==> src/rtl/bin2bcd_pkg.sv <==
// Shared types and elaboration helpers for the sequential binary-to-BCD converter.
package bin2bcd_pkg;

  typedef enum logic [1:0] {
    IDLE  = 2'd0,
    SHIFT = 2'd1,
    DONE  = 2'd2
  } state_t;

  // ceil(w*log10(2)); w*log10(2) is never an integer for w > 0, so rounding up is exact
  function automatic int unsigned min_digits(input int unsigned w);
    return (w * 30103 + 99999) / 100000;
  endfunction

endpackage

==> src/rtl/bin2bcd_seq_adj.sv <==
// Double-dabble correction cell: adds 3 to a BCD digit of 5 or more.
module bcd_digit_adj
  import bin2bcd_pkg::*;
(
  input  logic [3:0] d,
  output logic [3:0] q
);

  always_comb begin
    q = d;
    if (d >= 4'd5) q = d + 4'd3;
  end

endmodule

==> src/rtl/bin2bcd_seq.sv <==
// Sequential shift-and-add-3 binary-to-BCD converter with valid/ready handshakes
// and optional two's-complement operand handling.
module bin2bcd_seq
  import bin2bcd_pkg::*;
#(
  parameter int unsigned BIN_W   = 16,
  parameter int unsigned NUM_DIG = 5
) (
  input  logic                 clk,
  input  logic                 rst_n,
  input  logic                 in_valid,
  output logic                 in_ready,
  input  logic [BIN_W-1:0]     b_in,
  input  logic                 signed_mode,
  output logic                 out_valid,
  input  logic                 out_ready,
  output logic [4*NUM_DIG-1:0] bcd_out,
  output logic                 neg_out,
  output logic                 busy
);

  localparam int unsigned CNT_W = $clog2(BIN_W + 1);
  localparam int unsigned DIG_W = 4 * NUM_DIG;

  if (BIN_W < 4) begin : g_bad_width
    $error("bin2bcd_seq: BIN_W must be at least 4");
  end
  if (NUM_DIG < min_digits(BIN_W)) begin : g_bad_digits
    $error("bin2bcd_seq: NUM_DIG too small for BIN_W");
  end

  state_t             state_q, state_d;
  logic [CNT_W-1:0]   cnt_q;
  logic [BIN_W-1:0]   mag_q;
  logic [DIG_W-1:0]   dig_q;
  logic               neg_q;

  logic               accept;
  logic               op_neg;
  logic [BIN_W-1:0]   op_mag;
  logic [DIG_W+BIN_W-1:0] shifted;
  logic [DIG_W-1:0]   dig_sh;
  logic [DIG_W-1:0]   dig_adj;
  logic [DIG_W-1:0]   dig_nx;
  logic [BIN_W-1:0]   mag_sh;
  logic               last_step;

  always_ff @(posedge clk or negedge rst_n) begin
    if (!rst_n) state_q <= IDLE;
    else        state_q <= state_d;
  end

  always_comb begin
    state_d = state_q;
    unique case (state_q)
      IDLE:    if (in_valid) state_d = SHIFT;
      SHIFT:   if (last_step) state_d = DONE;
      DONE:    if (out_ready) state_d = IDLE;
      default: state_d = IDLE;
    endcase
  end

  assign in_ready  = (state_q == IDLE);
  assign busy      = (state_q == SHIFT);
  assign out_valid = (state_q == DONE);
  assign accept    = in_valid & in_ready;
  assign last_step = (cnt_q == CNT_W'(1));

  // Two's-complement negate in BIN_W bits: -2^(BIN_W-1) maps to 2^(BIN_W-1) unsigned
  always_comb begin
    op_neg = signed_mode & b_in[BIN_W-1];
    op_mag = b_in;
    if (op_neg) op_mag = ~b_in + 1'b1;
  end

  // Shift first, then correct the freshly shifted digits; skipping the correction on
  // the last step is equivalent to correct-then-shift with a no-op first correction.
  assign shifted = {dig_q, mag_q} << 1;
  assign dig_sh  = shifted[DIG_W+BIN_W-1 -: DIG_W];
  assign mag_sh  = shifted[BIN_W-1:0];

  for (genvar i = 0; i < NUM_DIG; i++) begin : g_adj
    bcd_digit_adj u_adj (
      .d (dig_sh[4*i +: 4]),
      .q (dig_adj[4*i +: 4])
    );
  end

  assign dig_nx = last_step ? dig_sh : dig_adj;

  always_ff @(posedge clk or negedge rst_n) begin
    if (!rst_n) begin
      cnt_q <= '0;
      mag_q <= '0;
      dig_q <= '0;
      neg_q <= 1'b0;
    end else if (accept) begin
      cnt_q <= CNT_W'(BIN_W);
      mag_q <= op_mag;
      dig_q <= '0;
      neg_q <= op_neg;
    end else if (busy) begin
      cnt_q <= cnt_q - 1'b1;
      mag_q <= mag_sh;
      dig_q <= dig_nx;
    end
  end

  assign bcd_out = dig_q;
  assign neg_out = neg_q;

endmodule

==> config.mk <==
export PLATFORM = sky130hd
export DESIGN_NAME = bin2bcd_seq
export DESIGN_NICKNAME = d
export VERILOG_FILES = /design/src/rtl/bin2bcd_pkg.sv /design/src/rtl/bin2bcd_seq_adj.sv /design/src/rtl/bin2bcd_seq.sv
export SDC_FILE = /design/constraint.sdc
export NUM_CORES = 1
export LEC_CHECK = 0
export ABC_CLOCK_PERIOD_IN_PS = 2140
export CAP_MARGIN = 20
export CORE_UTILIZATION = 25
export CTS_CLUSTER_SIZE = 24
export DETAILED_ROUTE_END_ITERATION = 10
export GPL_TIMING_DRIVEN = 0
export SYNTH_ARGS = -nofsm -noshare
export SYNTH_HDL_FRONTEND = slang
export SYNTH_HIERARCHICAL = 1
export SYNTH_SLANG_ARGS = --single-unit
==> constraint.sdc <==
create_clock -name clk -period 2.14 [get_ports clk]
set_clock_uncertainty 0.1 [all_clocks]
set_input_delay 0.321 -clock clk [delete_from_list [all_inputs] [get_ports clk]]
set_output_delay 0.321 -clock clk [all_outputs]
set_load 0.01 [all_outputs]
==> reports/qor.yml <==
run_status:
  outcome: "finished clean"
cells_and_area:
  most-common-layout-cells: "nand2_1 (56), dfrtp_1 (44), clkdlybuf4s50_1 (38)"
  layout_commonest_cell: "nand2_1"
  antenna_cells: 0
  drive_above_1_share_pct: 6.43
  area_growth_pct: 28.6
  nets: 422
  fin_area_um2: 3660
setup_path:
  r2r_start: "cnt_q[1]"
  required_ns: 2.18
  crit_fanout: 3
  r2r-end: "bcd_out[17]"
  slowest_stage: "or4_1"
  rr_worst_depth: 6
  start_kind: "input port"
  r2r_setup_slack_ns: 0.26
  crit_path_end_kind: "flip-flop"
  crit_arrival_ns: 2.12
  crit_chain: "clkdlybuf4s50_1 -> or4_1 -> o41ai_1 -> xor2_1 -> a21oi_1"
  path_class: "in2reg"
  slowest_delay_ns: 0.64
clocking:
  clock_latency_ns: 0.28
  root_buffer: "clkbuf_16"
  path_clk_slew_ns: 0.06
  cts_made_buffers: 5
  h-tree-depth: 2
  clock-sinks: 44
  cts_tree: "yes"
  cts.path.max_buffers: 2
grt:
  met3_usage_pct: 3.05
  grt_pass1_wl_um: 11500
  track_usage_pct: 12.1
  overflow: 0
  grt_pass1_vias: 2461
  busiest_layer: "met2"
  grt_use_met2_pct: 21.1
  grt_use_met1_pct: 15.4
  grt_max_degree: 40
  antenna_found_initial: 0
power:
  swShare_pct: 42.1
  p_int_w: 0.00290
  power_w: 0.00501
  clockPowerShare_pct: 14.8
  power_density_nw_per_um2: 1370
  power.net_switching_w: 0.00211
  p_leak_nw: 1.48
  p_comb_share_pct: 52.0
  power.share.sequential_pct: 33.2
  ir_drop_uv: 480
timing:
  slew_headroom_pct: 66.9
  fin_crit_ns: 2.08
  holdWs_ns: 0.307
  hold_violations: 0
  fmax_mhz: 482
  slew_violations: 0
  setup_viol: 0
  tightest_slew_ns: 0.496
  rsz0062_at_grt: "no"
  period_share_pct: 97.0
detailed_routing:
  drt_iter0_markers: 128
  drc: 0
  wirelength_um: 6730
  ant_nets: 0
  avgRoutedWirePerCell_um: 12.7
  vias_per_cell: 4.77
  route.vias.total: 2525
  drt-pass1-iter-count: 4
placement:
  placed_area_um2: 3480
  routabilityCongestion: 0.807
  port_buffers: 44
  hpwl_um: 5050
synth:
  post_synth_instance_area_um2: 2850
  netlist.area_leader.share_pct: 38.7
  synth_fp_nets: 369
  async_flop_share_pct: 100
  ys_ff_latch: 44
  yosysUniqueCellTypes: 35
  avgSynthCellArea_um2: 8.50
  synth_top_area_cell: "dfrtp_1"
  synth_flop_cell: "dfrtp_1"
  syn_inst: 335
  synthTopCellsByArea: "dfrtp_1 (39%), mux2i_1 (8.8%), nand2_1 (7.4%), o21ai_0 (6.2%), ha_1 (5.7%)"
  synth_edf_count: 0
  yosys_warnings: 6
  synth.yosys.seq_area_share_pct: 38.7
die:
  die-area_um2: 11800
  ios: 45
  die_w_um: 109
  core_um2: 11000
  start_util_pct: 25.9
  die_h_um: 109
  rows: 38
run:
  cap_violations: 0
hold_path:
  holdCritPathClass: "in2async"
## flip-flops by register name, summed over array words and instances (netlist names)
name and cells:
bcd_out 20, mag_q 16, cnt_q 5, state_q 2, neg_out 1
## critical path: cells and delay by family
kind	cells	cell delay, ns
AND/OR/NAND/NOR	1	0.64
AO/OA/AOI/OAI	2	0.43
XOR/XNOR	1	0.22
buffers and inverters	1	0.50
## cells by family after synthesis
logic type / share of synthesized area (%)
buf+inv: 4.44
xor+xnor: 5.54
compound gates: 14.0
mux: 8.79
flops: 38.7
fa+ha+maj: 5.71
simple gates: 22.8
## timing repair
item	CTS	global route
setup buffers	2	0
pin swaps	3	1
hold buffers	1	0
endpoints found under the setup margin	12	4
hold endpoints to repair	5	0
gates resized for setup	11	2
## metrics by stage
stage               cells  setup slack, ns  util (%)  TNS [ns]
floorplan             335            0.147         -         0
global placement      519           -0.616      31.5    -29.65
detailed placement    520           -0.423      31.7     -2.55
CTS                   529          0.00711      33.3         0
global route          529           0.0158      33.4         0
finish                529           0.0639      33.4         0
## final cells by class
type,count,area (um2)
Fill cell,1133,7320
Multi-Input combinational cell,258,1650
Sequential cell,44,1100
Timing Repair Buffer,48,474
Tap cell,140,175
Clock buffer,7,133
Inverter,16,65.1
Buffer,15,61.3
Clock inverter,1,8.76
## synth_stat cells (4+ instances only)
cell and instances:
a21oi_1 9, nor3_1 5, dfrtp_1 44, ha_1 13
nand2_1 56, nand2b_1 12, and3_1 7, xor2_1 4
a21oi_2 5, xnor2_1 14, a31oi_1 7, o21ai_1 5
inv_1 15, clkbuf_1 15, mux2i_1 25, o21ai_0 35
nor2_1 16, nand3_1 26
## worst max path at each step
stage	from	end	slack (ns)	depth (start not counted)
final	b_in[10]	mag_q[12]	0.06	5
after global routing	b_in[10]	mag_q[12]	0.02	5
after CTS	b_in[0]	mag_q[11]	0.007	6
after detailed placement	b_in[4]	mag_q[13]	-0.42	6
after global placement	rst_n	mag_q[14]	-0.62	1
after floorplan	b_in[6]	mag_q[11]	0.15	5
## power groups by stage
stage          Sequential (W)  Combinational, W  Clock [W]
3_3_place_gp          0.00165           0.00253          0
4_1_cts               0.00166           0.00263   0.000757
2_1_floorplan         0.00164           0.00170          0
6_report              0.00166           0.00261   0.000742
5_1_grt               0.00173           0.00297   0.000795
3_5_place_dp          0.00167           0.00261          0
## metal layers
metal	vias up	share of wire, %
li1	1263	-
met1	1221	47
met2	39	49
met3	2	3.4
met4	0	0.37
met5	-	0
Note: power is estimated with default switching activity, not from simulation.
